<file path="src/rtl/uart_pkg.sv">
// rtl/uart_pkg.sv - shared encodings and helpers for the UART receiver family
package uart_pkg;

    localparam int PAR_NONE = 0;
    localparam int PAR_ODD  = 1;
    localparam int PAR_EVEN = 2;

    typedef enum logic [2:0] {
        ST_IDLE,
        ST_START,
        ST_DATA,
        ST_PARITY,
        ST_STOP1,
        ST_STOP2,
        ST_BREAK_WAIT
    } rx_state_t;

    function automatic int clog2(input int value);
        int r = 0;
        for (int i = 0; i < 31; i++) begin
            if ((1 << i) < value) r = i + 1;
        end
        return r;
    endfunction

endpackage

</file>
<file path="src/rtl/uart_os_tick_gen.sv">
// rtl/uart_os_tick_gen.sv - free-running oversample tick from a fractional accumulator
module uart_os_tick_gen #(
    parameter int CLK_FREQ   = 100000000,
    parameter int BAUD       = 115200,
    parameter int OVERSAMPLE = 16
) (
    input  logic clk,
    input  logic reset,
    output logic tick
);

    localparam logic [32:0] INC = 33'(BAUD * OVERSAMPLE);
    localparam logic [32:0] MOD = 33'(CLK_FREQ);

    logic [32:0] acc;
    logic [32:0] sum;

    // The remainder carries over, so the long-run tick rate is exact.
    assign sum = acc + INC;

    always_ff @(posedge clk) begin
        if (reset) begin
            acc  <= '0;
            tick <= 1'b0;
        end else if (sum >= MOD) begin
            acc  <= sum - MOD;
            tick <= 1'b1;
        end else begin
            acc  <= sum;
            tick <= 1'b0;
        end
    end

endmodule

</file>
<file path="src/rtl/uart_rx_param.sv">
// rtl/uart_rx_param.sv - parametrised UART receiver with voting, error flags and valid/ready output
module uart_rx_param
    import uart_pkg::*;
#(
    parameter int CLK_FREQ   = 100000000,
    parameter int BAUD       = 115200,
    parameter int OVERSAMPLE = 16,
    parameter int DATA_BITS  = 8,
    parameter int PARITY     = 0,
    parameter int STOP_BITS  = 1,
    parameter int IDLE_BITS  = 20
) (
    input  logic                 clk,
    input  logic                 reset,
    input  logic                 rxd,
    output logic [DATA_BITS-1:0] rx_data,
    output logic                 rx_valid,
    input  logic                 rx_ready,
    output logic                 frame_err,
    output logic                 parity_err,
    output logic                 break_det,
    output logic                 overrun,
    output logic                 rx_idle
);

    localparam int PW = clog2(OVERSAMPLE);
    localparam int BW = clog2(DATA_BITS);
    localparam int IW = clog2(IDLE_BITS + 1);
    localparam logic [PW-1:0] CENTRE    = PW'(OVERSAMPLE / 2 - 1);
    localparam logic [PW-1:0] PHASE_END = PW'(OVERSAMPLE - 1);
    localparam logic [PW:0]   BRK_LAST  = (PW + 1)'(OVERSAMPLE - 1);
    localparam logic [BW-1:0] BIT_LAST  = BW'(DATA_BITS - 1);
    localparam logic [IW-1:0] IDLE_SAT  = IW'(IDLE_BITS);

    logic                 tick;
    logic                 sync1, sync2, line_prev;
    logic [2:0]           samp;
    logic                 vote, fall, centre, last_stop, done;
    logic                 char_frame, char_break;
    rx_state_t            state;
    logic [PW-1:0]        phase;
    logic [PW:0]          high_cnt;
    logic [BW-1:0]        bit_cnt;
    logic [DATA_BITS-1:0] shreg;
    logic                 par_acc, par_bad, stop_bad, any_one;
    logic [PW-1:0]        idle_phase;
    logic [IW-1:0]        idle_cnt;

    uart_os_tick_gen #(
        .CLK_FREQ  (CLK_FREQ),
        .BAUD      (BAUD),
        .OVERSAMPLE(OVERSAMPLE)
    ) u_tick (
        .clk  (clk),
        .reset(reset),
        .tick (tick)
    );

    assign vote       = (samp[0] & samp[1]) | (samp[0] & samp[2]) | (samp[1] & samp[2]);
    assign fall       = line_prev & ~sync2;
    assign centre     = tick && (phase == CENTRE);
    assign last_stop  = (state == ST_STOP2) || (state == ST_STOP1 && STOP_BITS == 1);
    assign done       = centre && last_stop;
    // Include the vote being taken right now: it is the last stop bit.
    assign char_frame = stop_bad | ~vote;
    assign char_break = ~(any_one | vote);
    assign rx_idle    = (idle_cnt == IDLE_SAT);

    always_ff @(posedge clk) begin
        if (reset) begin
            sync1     <= 1'b1;
            sync2     <= 1'b1;
            line_prev <= 1'b1;
            samp      <= 3'b111;
        end else begin
            sync1     <= rxd;
            sync2     <= sync1;
            line_prev <= sync2;
            if (tick) samp <= {samp[1:0], sync2};
        end
    end

    always_ff @(posedge clk) begin
        if (reset) begin
            state    <= ST_IDLE;
            phase    <= '0;
            high_cnt <= '0;
            bit_cnt  <= '0;
            shreg    <= '0;
            par_acc  <= 1'b0;
            par_bad  <= 1'b0;
            stop_bad <= 1'b0;
            any_one  <= 1'b0;
        end else begin
            if (tick) phase <= phase + 1'b1;
            case (state)
                ST_IDLE: begin
                    if (fall) begin
                        state <= ST_START;
                        phase <= '0;
                    end
                end
                ST_START: begin
                    if (centre) begin
                        if (vote) begin
                            state <= ST_IDLE;
                        end else begin
                            state    <= ST_DATA;
                            bit_cnt  <= '0;
                            par_acc  <= 1'b0;
                            par_bad  <= 1'b0;
                            stop_bad <= 1'b0;
                            any_one  <= 1'b0;
                        end
                    end
                end
                ST_DATA: begin
                    if (centre) begin
                        shreg   <= {vote, shreg[DATA_BITS-1:1]};
                        par_acc <= par_acc ^ vote;
                        any_one <= any_one | vote;
                        bit_cnt <= bit_cnt + 1'b1;
                        if (bit_cnt == BIT_LAST)
                            state <= (PARITY != PAR_NONE) ? ST_PARITY : ST_STOP1;
                    end
                end
                ST_PARITY: begin
                    if (centre) begin
                        any_one <= any_one | vote;
                        par_bad <= (PARITY == PAR_ODD) ? ~(par_acc ^ vote) : (par_acc ^ vote);
                        state   <= ST_STOP1;
                    end
                end
                ST_STOP1: begin
                    if (centre) begin
                        if (STOP_BITS == 2) begin
                            stop_bad <= ~vote;
                            any_one  <= any_one | vote;
                            state    <= ST_STOP2;
                        end else begin
                            state <= char_break ? ST_BREAK_WAIT : ST_IDLE;
                        end
                    end
                end
                ST_STOP2: begin
                    if (centre) state <= char_break ? ST_BREAK_WAIT : ST_IDLE;
                end
                ST_BREAK_WAIT: begin
                    // Any low tick restarts the count of consecutive high ticks.
                    if (tick) begin
                        if (!sync2) begin
                            high_cnt <= '0;
                        end else if (high_cnt == BRK_LAST) begin
                            high_cnt <= '0;
                            state    <= ST_IDLE;
                        end else begin
                            high_cnt <= high_cnt + 1'b1;
                        end
                    end
                end
                default: state <= ST_IDLE;
            endcase
        end
    end

    always_ff @(posedge clk) begin
        if (reset) begin
            rx_data    <= '0;
            rx_valid   <= 1'b0;
            frame_err  <= 1'b0;
            parity_err <= 1'b0;
            break_det  <= 1'b0;
            overrun    <= 1'b0;
            idle_phase <= '0;
            idle_cnt   <= '0;
        end else begin
            overrun <= 1'b0;
            if (rx_valid && rx_ready) rx_valid <= 1'b0;
            if (done) begin
                if (!rx_valid || rx_ready) begin
                    rx_data    <= shreg;
                    frame_err  <= char_frame;
                    parity_err <= par_bad;
                    break_det  <= char_break;
                    rx_valid   <= 1'b1;
                end else begin
                    overrun <= 1'b1;
                end
            end
            if (state != ST_IDLE || !sync2) begin
                idle_phase <= '0;
                idle_cnt   <= '0;
            end else if (tick) begin
                idle_phase <= idle_phase + 1'b1;
                if (idle_phase == PHASE_END && idle_cnt != IDLE_SAT)
                    idle_cnt <= idle_cnt + 1'b1;
            end
        end
    end

endmodule

</file>
<file path="config.mk">
export PLATFORM = sky130hd
export DESIGN_NAME = uart_rx_param
export DESIGN_NICKNAME = d
export VERILOG_FILES = /design/src/rtl/uart_pkg.sv /design/src/rtl/uart_os_tick_gen.sv /design/src/rtl/uart_rx_param.sv
export SDC_FILE = /design/constraint.sdc
export NUM_CORES = 1
export LEC_CHECK = 0
export ABC_AREA = 1
export BUFFER_PORTS_ARGS = -buffer_cell sky130_fd_sc_hd__clkbuf_2
export CAP_MARGIN = 30
export CORE_UTILIZATION = 48
export DETAILED_ROUTE_END_ITERATION = 10
export PLACE_DENSITY = 0.67
export SKIP_LAST_GASP = 1
export SLEW_MARGIN = 10
export SYNTH_ARGS = -nofsm -noshare
export SYNTH_HDL_FRONTEND = slang
export SYNTH_SLANG_ARGS = --single-unit
</file>
<file path="constraint.sdc">
create_clock -name clk -period 3.55 [get_ports clk]
set_clock_uncertainty 0.1 [all_clocks]
set_input_delay 0.1775 -clock clk [delete_from_list [all_inputs] [get_ports clk]]
set_output_delay 0.1775 -clock clk [all_outputs]
set_load 0.05 [all_outputs]
</file>
======== After elaboration in Yosys (flattened, before gate mapping) ========
Index checks and enable logic that the tools add are counted.
storage, ports and cells
  flip-flop bits (word level) ............. 88
  output and inout port bits .............. 14
  input port bits ......................... 4
cells by class
  $lt $le $gt $ge ......................... 1
  equality and inequality tests ........... 23
  reduce and logical (&&, ||, !) cells .... 26
  multiplexer cells ....................... 34
  bitwise operators ....................... 12
  add/sub/neg operators ................... 7
operators with widths
  cell                                                                     count
  3-bit 2-to-1 mux                                                         13
  33-bit by 21-bit adder with 33-bit output, second input constant         1
  33-bit by 27-bit >= comparator with 1-bit output, second input constant  1
  33-bit 2-to-1 mux                                                        1
  33-bit by 27-bit subtractor with 33-bit output, second input constant    1
  3-bit one-hot mux with 6 select lines                                    1
  2-bit != test, second input constant                                     8
  3-bit == test, second input constant                                     4
  4-bit 2-to-1 mux                                                         3
  4-bit AND reduction                                                      3
  5-bit by 1-bit adder with 5-bit output, second input constant            2
  5-bit 2-to-1 mux                                                         2
  1-bit 2-to-1 mux                                                         9
  9-bit AND reduction                                                      1
  4-bit by 1-bit adder with 4-bit output, second input constant            2
  2-bit AND reduction                                                      4
  2-bit OR reduction                                                       4
  3-bit by 2-bit == test with 1-bit output, second input constant          2
  2-bit by 1-bit != test with 1-bit output, second input constant          3
  1-bit one-hot mux with 2 select lines                                    3
  3-bit one-hot mux with 2 select lines                                    1
  2-bit nonzero test                                                       3
  5-bit by 4-bit == test with 1-bit output, second input constant          1
  5-bit == test, second input constant                                     1
  15 further kinds                                                         29

======== Depth between registers and ports, before layout ========
Gate-level depths: netlist (run 1).
  word-level depth ........................ 7
  gate-level depth with buffers ........... 18
  mapped depth without buffers ............ 18

======== Hierarchy ========
From an unflattened synthesis (run 1), not the netlist that was laid out.
second synthesis, totals
  cell total of the unflattened synthesis .. 696
  area, all modules ....................... 4850.9 um^2
modules (own cells, without submodules)
  module            sequential area each (um^2)  instances  cells each  area an instance (um^2)
  uart_os_tick_gen  520.5                        1          382         2484.9
  uart_rx_param     1081.0                       1          314         2366.0

======== Worst setup path before layout (run 1) ========
No wires, ideal clock.
  path type ............................... register -> register
  start ................................... reg u_tick.acc[13]
  end ..................................... reg u_tick.acc[18]
  clock period less this slack ............ 2.243 ns
  cell stages (with the launch flop) ...... 16
  arrival ................................. 2.004 ns
  buffers on the path ..................... 1
  path slack .............................. 1.307 ns
  required time ........................... 3.311 ns
  setup time .............................. 0.139 ns
  path through ............................ dfxtp_1 -> ha_1 -> nand2_1 -> inv_1 -> nand2_2 -> nand2_2 -> nand3_1 -> nand2_2 -> nand3_2 -> nor2_4 -> nand2_1 -> a21oi_4 -> nand2_4 -> buf_8 -> nand2_2 -> a21oi_2
on the way
  word-level cells in the longest chain between the ends .. 3
  elaborated cells on any way between the ends .. 4
  those cells by class .................... add/sub: 2; order compare: 1; mux: 1
ends and longest elaborated chain
  item                                                                                                                line                                            source
  from (decl)                                                                                                         uart_os_tick_gen.sv:15                          logic [32:0] acc;
  from (signal assigned)                                                                                              uart_os_tick_gen.sv:26                          acc <= sum - MOD;
  from (signal assigned)                                                                                              uart_os_tick_gen.sv:29                          acc <= sum;
  33-bit by 21-bit adder with 33-bit output *                                                                         uart_os_tick_gen.sv:19                          assign sum = acc + INC;
  33-bit by 27-bit subtractor with 33-bit output or 33-bit by 27-bit >= comparator with 1-bit output (tied branches)  uart_os_tick_gen.sv:26, uart_os_tick_gen.sv:25
  33-bit 2-to-1 mux *                                                                                                 uart_os_tick_gen.sv:25                          end else if (sum >= MOD) begin
Every way passes the cells marked *; elsewhere a longest branch is shown, timed or not.
A chain may end at the register's enable or synchronous reset.

======== Worst setup path after layout (run 1) ========
  start ................................... reg u_tick.acc[21]
  end ..................................... reg u_tick.acc[9]
on the way
  word-level cells in the longest chain between the ends .. 3
ends and longest elaborated chain
  item                                              line
  33-bit by 21-bit adder with 33-bit output         uart_os_tick_gen.sv:19
  33-bit by 27-bit >= comparator with 1-bit output  uart_os_tick_gen.sv:25
  33-bit 2-to-1 mux                                 uart_os_tick_gen.sv:25
No other way between the ends.

==> flow_summary.json, run 1 <==
{
  "crit_path_cell_trace": "nand2_2, nor2_4, nand2_2, nor2_2, nand2_1, nand2_1, nand3_2, nor2_2, nand4_4, nand2_4, inv_1, nor2_1, nor2_1",
  "switchingPower_mw": 1.67,
  "cts_tree": "built",
  "async_flop_share_pct": 0,
  "fmaxAchievable_mhz": 383,
  "yosys_warnings": 0,
  "synth_seq_cells": 80,
  "diodes": 0,
  "drc": 0,
  "antenna_found_initial": 0,
  "grtUsageTotal_pct": 21.1,
  "whs_ns": 0.0898,
  "via_per_inst": 5.02,
  "start_util_pct": 49.3,
  "ant_nets": 0,
  "p_per_area_mw_per_mm2": 700,
  "cp-start-kind": "flip-flop",
  "p_leak_nw": 2.42,
  "rsz0062_at_grt": "false",
  "clkTransAtPathRegs_ns": 0.08,
  "synth_top_family_by_area": "simple AND/OR/NAND/NOR gates",
  "hpwl_mm": 7.36,
  "p_comb_share_pct": 48.7,
  "path_class": "flip-flop to flip-flop",
  "cts_buffers": 9,
  "p_seq_share_pct": 33.8,
  "port_buffers": 17,
  "wl_mm": 10.1,
  "hold_viol": 0,
  "maxCapViolations": 0,
  "place_congestion": 0.815,
  "cts_max_path_buffers": 2,
  "layout_common_cells": "nand2_1, nor2_1, inv_1",
  "slew_violations": 0,
  "final_common_cell": "nand2_1",
  "syn_avg_cell_area_um2": 6.85,
  "synth_edf_count": 0,
  "worstPathArrival_ns": 2.77,
  "synth_seq_area_share_pct": 33.4,
  "areaGrowthSynthToFinish_pct": 7.31,
  "maxSlewHeadroom_pct": 67.4,
  "yosys.area_share.simple_pct": 38.7,
  "synth_compound_area_share_pct": 10.7,
  "root_buffer": "clkbuf_8",
  "fp.coreArea_mm2": 0.00973,
  "ctsResizeCount": 0,
  "fp.dieH_um": 102,
  "clock_power_share_pct": 17.4,
  "period_needed_ns": 2.61,
  "die_x_um": 102,
  "synthFlopType": "dfxtp_1",
  "n_fill_cell": 970,
  "post-route-period-util_pct": 73.6,
  "drive_above_1_share_pct": 16.4,
  "muxShareOfSynthArea_pct": 0.235,
  "dieArea_mm2": 0.0104,
  "status": "finished clean",
  "seqCellArea_mm2": 0.00160,
  "overflow": 0,
  "worstSetupEndpointType": "flip-flop",
  "tns_ns": 0,
  "synthXorXnorAreaFrac_pct": 3.63,
  "grt_pass1_vias": 4003,
  "tightest_slew_ns": 0.488,
  "synthAdderAreaFrac_pct": 2.87,
  "nNetsFinal": 736,
  "wl_per_cell_um": 11.7,
  "p_int_mw": 1.93,
  "grt_pass1_wl_mm": 17.3,
  "vdd_drop_max_mv": 0.292,
  "multi_input_area_mm2": 0.00269,
  "crit_fanout": 26,
  "max_stage_delay_ns": 0.63,
  "dr.pass1.iters": 4,
  "cts_sinks": 80,
  "grt_start_max_net_pins": 35,
  "clk_latency_ns": 0.35,
  "setup_viol": 0,
  "vias": 4316,
  "ioPinCount": 18,
  "synthCells": 700,
  "critPathRequiredTime_ns": 3.70,
  "netSwitchingFraction_pct": 46.5,
  "h-tree-depth": 3,
  "num_rows": 36,
  "crit_slowest_cell": "dfxtp_1",
  "synthDistinctLibCells": 45,
  "hp-class": "input port to flip-flop",
  "drt_iter0_markers": 179,
  "syn_area_mm2": 0.00480,
  "synth_fp_nets": 715
}
## layout make-up
cell class	count	share of cell area, %
Inverter	92	6.81
Multi-Input combinational cell	512	52.3
Sequential cell	80	31.1
Clock buffer	10	2.67
Clock inverter	6	0.827
Timing Repair Buffer	26	3.06
Tap cell	133	3.23
## per-layer routing
metal  share of wire [%]  track usage (%)  vias up
li1                    -                -     2265
met1                  47             25.6     1973
met2                  49             38.5       67
met3                 3.1             2.67       11
met4                 1.4             7.25        0
met5                   0                0        -
## synth_stat cells (3+ instances only)
cell type / n / area (um^2)
xor2_1: 17 / 149
nand3_1: 64 / 320
nand2_1: 154 / 578
dfxtp_1: 80 / 1600
nand4_1: 9 / 56.3
nand2_4: 4 / 45.0
nor2_2: 10 / 62.6
inv_2: 5 / 18.8
clkbuf_8: 5 / 68.8
nor3_1: 10 / 50.1
nand3_2: 3 / 30.0
o21ai_0: 37 / 185
inv_1: 85 / 319
clkbuf_1: 5 / 18.8
ha_1: 11 / 138
a21oi_2: 13 / 114
nor2_1: 94 / 353
a21oi_1: 25 / 125
nand2_2: 28 / 175
nor2_4: 7 / 78.8
## metrics by stage
stage / area, um^2 / power [mW] / setup slack (ns) / util (%) / std cells
3_3_place_gp: 4950 / 2.94 / 0.971 / 50.8 / 841
3_5_place_dp: 4950 / 2.98 / 0.940 / 50.8 / 841
4_1_cts: 5150 / 3.62 / 0.916 / 52.9 / 859
6_report: 5150 / 3.60 / 0.937 / 52.9 / 859
2_1_floorplan: 4800 / 2.73 / 1.31 / - / 700
5_1_grt: 5150 / 3.92 / 0.696 / 52.9 / 859
## timing repair
item / CTS / global route
endpoints found under the setup margin: 0 / 0
hold buffers: 2 / 0
setup buffers: 0 / 0
endpoints found under the hold margin: 2 / 0
## sequential cells by signal, indices dropped and copies added, names as in the netlist, 3 cells and up
name,cells
samp,3
idle_cnt,5
shreg,8
idle_phase,4
state,3
phase,4
u_tick.acc,25
bit_cnt,3
rx_data,8
high_cnt,5
## cells by family (layout without fill, tap and decap cells)
group | Yosys count | count (layout)
AOI/OAI and AO/OA | 86 | 86
xor gates and xnor gates | 19 | 19
adders and majority gates | 11 | 11
buffers and inverters | 108 | 134
DFF | 80 | 80
muxes | 1 | 1
and+or+nand+nor | 395 | 395
## power groups by stage
stage | clock network (mW) | logic [mW] | registers [mW]
2_1_floorplan | 0 | 1.55 | 1.19
4_1_cts | 0.643 | 1.76 | 1.22
5_1_grt | 0.680 | 2.00 | 1.24
3_5_place_dp | 0 | 1.75 | 1.24
6_report | 0.627 | 1.76 | 1.22
3_3_place_gp | 0 | 1.71 | 1.23
## critical path: cells and delay by family (launching register included)
family / cells / cell delay (ns)
and+or+nand+nor: 12 / 1.68
DFF: 1 / 0.63
buffers and inverters: 1 / 0.11
## path summary, 6_finish.rpt
| check | end | cells after the start | slack, ns | from |
|---|---|---|---|---|
| max reg2reg | u_tick.acc[9] | 13 | 0.94 | u_tick.acc[21] |
| min | line_prev | 3 | 0.09 | reset |
| max | u_tick.acc[9] | 13 | 0.94 | u_tick.acc[21] |
| min reg2reg | sync2 | 1 | 0.32 | sync1 |
No activity file was read; power rests on OpenSTA's default activity.
==> run 2: changes to the inputs <==
--- a/config.mk
+++ b/config.mk
@@ -10,7 +10,7 @@
 export CAP_MARGIN = 30
 export CORE_UTILIZATION = 48
 export DETAILED_ROUTE_END_ITERATION = 10
-export PLACE_DENSITY = 0.67
+export PLACE_DENSITY = 0.7
 export SKIP_LAST_GASP = 1
 export SLEW_MARGIN = 10
 export SYNTH_ARGS = -nofsm -noshare
==> constraint.sdc (replaced) <==
create_clock -name clk -period 2.3 [get_ports clk]
set_clock_uncertainty 0.1 [all_clocks]
set_input_delay 0.115 -clock clk [delete_from_list [all_inputs] [get_ports clk]]
set_output_delay 0.115 -clock clk [all_outputs]
set_load 0.05 [all_outputs]
==> flow_summary.json, run 2 (synthesis results as in run 1) <==
{
  "power_mw": 6.68,
  "path_common_cell": "nor2_2",
  "worstPathArrival_ns": 2.47,
  "design_area_mm2": 0.00589,
  "post-route-period-util_pct": 99.1,
  "layout_common_cells": "nand2_1, nor2_1, inv_1",
  "setup_viol": 0,
  "final_util_pct": 60.5,
  "stdcell_count": 912,
  "largest_reg_flops": 25,
  "crit_fanout": 11,
  "port_buffers": 17,
  "period_needed_ns": 2.28,
  "crit_path_end": "u_tick.acc[22]",
  "die_x_um": 102,
  "overflow": 0,
  "ioPinCount": 18,
  "worstSetupEndpointType": "flip-flop",
  "place_inst": 881,
  "drc": 0,
  "diodes": 0,
  "status": "finished clean",
  "worst_hold_path.num_cells": 2,
  "crit_path_cell_trace": "ha_4, nand2_4, nor2_2, nor2_4, o21ai_1, nand2_1, nand3_2, nor2_2, nand2_2, a21oi_4, buf_6, nand3_1, a21oi_2",
  "hpwl_mm": 7.83,
  "fp.dieH_um": 102,
  "min_from": "reset",
  "place_congestion": 0.919,
  "start_util_pct": 49.3,
  "path_class": "flip-flop to flip-flop",
  "dieArea_mm2": 0.0104,
  "num_rows": 36,
  "dpl_cell_area_mm2": 0.00526,
  "cts_sinks": 80,
  "h-tree-depth": 3,
  "critPathRequiredTime_ns": 2.49,
  "areaGrowthSynthToFinish_pct": 22.8,
  "reg.largest.list": "u_tick.acc: 25 flops, rx_data: 8 flops, shreg: 8 flops",
  "drt_iter0_markers": 200,
  "ff2ff_setup_slack_ns": 0.02,
  "hp-class": "input port to flip-flop",
  "vdd_drop_max_mv": 0.538,
  "r2r_start": "u_tick.acc[13]",
  "maxSlewHeadroom_pct": 69.1,
  "wl_mm": 12.0,
  "grt_pass1_wl_mm": 18.9,
  "met2_length_mm": 5.85,
  "hold_viol": 0,
  "tns_ns": 0,
  "final_common_cell": "nand2_1",
  "cp-start-kind": "flip-flop",
  "slew_violations": 0,
  "clk_latency_ns": 0.36,
  "vias": 4631,
  "dr.pass1.iters": 8,
  "nNetsFinal": 789,
  "antenna_found_initial": 0,
  "p_per_area_mw_per_mm2": 1130,
  "cts_max_path_buffers": 2,
  "regMostFlops": "u_tick.acc",
  "root_buffer": "clkbuf_8",
  "wl_met1_mm": 5.32,
  "tightest_slew_ns": 0.461,
  "max_stage_delay_ns": 0.37,
  "route.top_layer_used": "met4",
  "path_buf_inv": 1,
  "grt_pass1_vias": 4369,
  "rsz0062_at_grt": "true",
  "timing.rr.end": "u_tick.acc[22]",
  "cp_top_family": "simple AND/OR/NAND/NOR gates",
  "cts_buffers": 9,
  "fmaxAchievable_mhz": 439,
  "crit_slowest_cell": "dfxtp_4",
  "grtUsageTotal_pct": 23.0,
  "grt_start_max_net_pins": 29,
  "maxCapViolations": 0,
  "fp.coreArea_mm2": 0.00973,
  "cts_tree": "built",
  "ant_nets": 0,
  "via_per_inst": 5.08,
  "p_leak_nw": 2.78,
  "wl_per_cell_um": 13.1,
  "wl_met3_um": 496,
  "clkTransAtPathRegs_ns": 0.09,
  "drive_above_1_share_pct": 27.3,
  "r2r_cells": 13,
  "cp_num_cells": 13,
  "critPathLaunch": "u_tick.acc[13]"
}
## run 2: worst min path at each step
stage	slack [ns]	endpoint
after CTS	0.04	rx_valid
after global placement	0.20	sync1
final	0.03	rx_valid
after detailed placement	0.20	sync1
after floorplan	0.12	sync1
after global routing	0.04	rx_valid
## run 2: power breakdown
part,internal [mW],leakage (nW),switching (mW)
clock network,0.410,0.0854,0.577
registers,1.63,0.656,0.230
logic,1.51,2.04,2.32
## run 2: through the flow
stage / setup WS [ns] / hold WS (ns)
after floorplan: 0.0570 / 0.119
after global placement: -0.134 / 0.201
after detailed placement: -0.203 / 0.202
after global routing: -0.157 / 0.0367
after CTS: 0.00157 / 0.0441
final: 0.0209 / 0.0343
## run 2: area by class of cell
| cell class | instances | area, um^2 |
|---|---|---|
| clock buffer | 10 | 128 |
| tap | 133 | 166 |
| multi-input combinational | 516 | 2980 |
| sequential | 80 | 1620 |
| inverter | 92 | 353 |
| fill | 855 | 3840 |
| clock inverter | 6 | 52.6 |
| timing repair buffer | 75 | 593 |
## run 2: repair_timing
item                       4_1_cts  5_1_grt
resized for setup               25       60
hold endpoints to repair         3        0
setup endpoints to repair       26       30
pin swaps                        6       19
hold buffers                     2        0
setup buffers                    3        6
gates cloned                     4        1
## run 2: routing by layer
layer,GRT usage [%],up-vias
li1,-,2376
met1,27.5,2119
met2,41.4,108
met3,3.35,28
met4,9.23,0
met5,0,-
==> run 3: changes to the inputs <==
--- a/config.mk
+++ b/config.mk
@@ -8,11 +8,14 @@
 export ABC_AREA = 1
 export BUFFER_PORTS_ARGS = -buffer_cell sky130_fd_sc_hd__clkbuf_2
 export CAP_MARGIN = 30
+export CORE_ASPECT_RATIO = 0.8
 export CORE_UTILIZATION = 48
 export DETAILED_ROUTE_END_ITERATION = 10
 export PLACE_DENSITY = 0.7
+export SETUP_SLACK_MARGIN = 0.1
 export SKIP_LAST_GASP = 1
 export SLEW_MARGIN = 10
 export SYNTH_ARGS = -nofsm -noshare
 export SYNTH_HDL_FRONTEND = slang
+export SYNTH_HIERARCHICAL = 1
 export SYNTH_SLANG_ARGS = --single-unit
==> flow_summary.json, run 3 <==
{
  "vias": 4605,
  "synthAdderAreaFrac_pct": 2.84,
  "place_congestion": 0.831,
  "die_x_um": 114,
  "fmaxAchievable_mhz": 429,
  "crit_fanout": 6,
  "grtUsageTotal_pct": 24.1,
  "largest_reg_flops": 25,
  "hold_viol": 0,
  "holdPathEnd": "overrun",
  "r2r_start": "u_tick/acc[13]",
  "h-tree-depth": 3,
  "async_flop_share_pct": 0,
  "synth_compound_area_share_pct": 11.5,
  "synth_edf_count": 0,
  "worstSetupEndpointType": "flip-flop",
  "min_from": "rx_ready",
  "wl_met1_mm": 5.63,
  "hp-class": "input port to flip-flop",
  "final_common_cell": "nand2_1",
  "synth.most_common_cell": "nand2_1",
  "drive_above_1_share_pct": 32.5,
  "dieArea_mm2": 0.0105,
  "path_class": "flip-flop to flip-flop",
  "hpwl_mm": 7.82,
  "port_buffers": 17,
  "root_buffer": "clkbuf_16",
  "start_util_pct": 49.9,
  "tightest_slew_ns": 0.538,
  "setup_viol": 16,
  "maxCapViolations": 0,
  "diodes": 0,
  "regMostFlops": "u_tick/acc",
  "worstPathArrival_ns": 2.44,
  "synth_seq_cells": 80,
  "via_per_inst": 5.15,
  "worst_hold_path.num_cells": 4,
  "wl_mm": 12.2,
  "muxShareOfSynthArea_pct": 0,
  "slew_violations": 0,
  "rsz0062_at_grt": "true",
  "p_seq_share_pct": 25.8,
  "cts_buffers": 9,
  "clock_power_share_pct": 18.0,
  "setup_slack_ns": -0.0294,
  "synthDistinctLibCells": 39,
  "drc": 0,
  "synth_fp_nets": 711,
  "switchingPower_mw": 3.41,
  "tns_ns": -0.198,
  "wl_met3_um": 524,
  "critPathRequiredTime_ns": 2.41,
  "synthXorXnorAreaFrac_pct": 4.87,
  "vdd_drop_max_mv": 0.992,
  "synth_seq_area_share_pct": 33.0,
  "p_leak_nw": 2.68,
  "clk_latency_ns": 0.34,
  "cts_sinks": 80,
  "layout_common_cells": "nand2_1, inv_1, dfxtp_1",
  "period_needed_ns": 2.33,
  "synthCells": 696,
  "maxSlewHeadroom_pct": 63.8,
  "r2r_cells": 17,
  "synth_top_family_by_area": "simple AND/OR/NAND/NOR gates",
  "netSwitchingFraction_pct": 44.6,
  "nNetsFinal": 768,
  "ant_nets": 0,
  "p_int_mw": 4.22,
  "ioPinCount": 18,
  "syn_area_mm2": 0.00485,
  "dr.pass1.iters": 6,
  "antenna_found_initial": 0,
  "reg.largest.list": "u_tick/acc: 25 flops, rx_data: 8 flops, shreg: 8 flops",
  "n_fill_cell": 832,
  "yosys_warnings": 6,
  "timing.rr.end": "u_tick/acc[14]",
  "grt_start_max_net_pins": 39,
  "met2_length_mm": 5.80,
  "syn_avg_cell_area_um2": 6.97,
  "yosys.area.top_type_share_pct": 33.0,
  "drt_iter0_markers": 243,
  "yosys.area_share.simple_pct": 38.4,
  "grt_pass1_wl_mm": 20.2,
  "ff2ff_setup_slack_ns": -0.03,
  "clkTransAtPathRegs_ns": 0.07,
  "cts_tree": "built",
  "dp_slack_ns": -0.0904,
  "route.top_layer_used": "met4",
  "final_util_pct": 62.5,
  "p_comb_share_pct": 56.2,
  "fp.dieH_um": 91.9,
  "ys_top_cells_by_area": "dfxtp_1, nand2_1, nor2_1",
  "areaGrowthSynthToFinish_pct": 25.4,
  "synthTopCellsByCount": "nand2_1, dfxtp_1, nor2_1",
  "cp-start-kind": "flip-flop",
  "synthFlopType": "dfxtp_1",
  "violations": "setup timing",
  "overflow": 0,
  "yosysTopAreaCell": "dfxtp_1",
  "wl_per_cell_um": 13.6,
  "status": "complete, but fails checks",
  "fp.coreArea_mm2": 0.00973,
  "cts_max_path_buffers": 2,
  "post-route-period-util_pct": 101,
  "num_rows": 32,
  "grt_pass1_vias": 4496,
  "p_per_area_mw_per_mm2": 1250
}
run 3: cell count changes in the layout (fill, tap and decap cells not counted), moves of 6 or more:
cell       before  now
o21ai_1         3    9
clkbuf_8        9    0
clkbuf_16       0   10
inv_1          81   69
xor2_1         17   25
nand2_1       140  126
nor2_1         84   65
nand2_2        33   49
nand3_1        61   48
nand3_2         5   11
buf_4          47   38
run 3: area by class of cell:
| class | count | area [um^2] | share of cell area (%) |
|---|---|---|---|
| multi-input combinational | 514 | 3140 | 51.7 |
| timing repair buffer | 64 | 534 | 8.78 |
| inverter | 84 | 328 | 5.39 |
| clock buffer | 9 | 225 | 3.70 |
| sequential | 80 | 1620 | 26.7 |
| tap | 136 | 170 | 2.80 |
| clock inverter | 7 | 58.8 | 0.967 |
run 3: through the flow:
step                      hold WS [ns]  instance area [um^2]  cells  total power, mW
after floorplan                  0.119                  4860    696             4.38
after global routing             0.298                  6080    894             8.10
after detailed placement         0.226                  5120    846             5.08
after global placement           0.215                  5120    846             4.96
after CTS                        0.243                  5830    884             7.11
final                            0.250                  6080    894             7.63
run 3: worst max path at each step:
stage / start / to / slack (ns)
after floorplan: u_tick/acc[13] / u_tick/acc[8] / 0.11
after global placement: u_tick/acc[13] / u_tick/acc[30] / -0.04
after detailed placement: u_tick/acc[13] / u_tick/acc[30] / -0.09
after CTS: u_tick/acc[14] / u_tick/acc[12] / 0.04
after global routing: u_tick/acc[22] / u_tick/acc[14] / -0.12
final: u_tick/acc[13] / u_tick/acc[14] / -0.03
run 3: worst max-delay path, cell delays in order (launching register included):
cell and delay [ns]:
dfxtp_4 0.38, ha_4 0.18, nand2_4 0.09, inv_4 0.05, nand2_8 0.11, nand2_8 0.09
nand2_2 0.10, nand2_2 0.06, nand2_2 0.08, nand2_2 0.08, nor2_4 0.14, nand3_2 0.10
nor2_4 0.16, nor2_4 0.07, buf_12 0.14, clkbuf_16 0.16, nand2_2 0.06, a21oi_2 0.05
run 3: logic make-up (layout without fill, tap and decap cells):
family | count (synthesis) | count (layout)
xor gates and xnor gates | 27 | 27
AOI/OAI and AO/OA | 95 | 95
DFF | 80 | 80
buffers and inverters | 104 | 164
adders and majority gates | 11 | 11
and+or+nand+nor | 379 | 381
run 3: timing repair:
action                                 in CTS  in global routing
cloned                                      3                  1
setup endpoints to repair                  26                 26
endpoints found under the hold margin       7                  0
buffers inserted                           17                  9
gates resized for setup                    59                 42
hold buffers                                2                  0
pin swaps                                  23                 24
run 3: power groups by stage:
stage                     combinational (mW)  clock [mW]  sequential [mW]
after detailed placement                3.14           0             1.95
after global routing                    4.64        1.46             2.00
after floorplan                         2.52           0             1.86
after CTS                               3.77        1.40             1.94
after global placement                  3.02           0             1.94
final                                   4.29        1.38             1.97
run 3: routing by layer:
layer  up-vias  track usage (%)
met2       109             40.3
li1       2334                -
met1      2139             30.8
met3        23             4.43
met5         -                0
met4         0             9.09
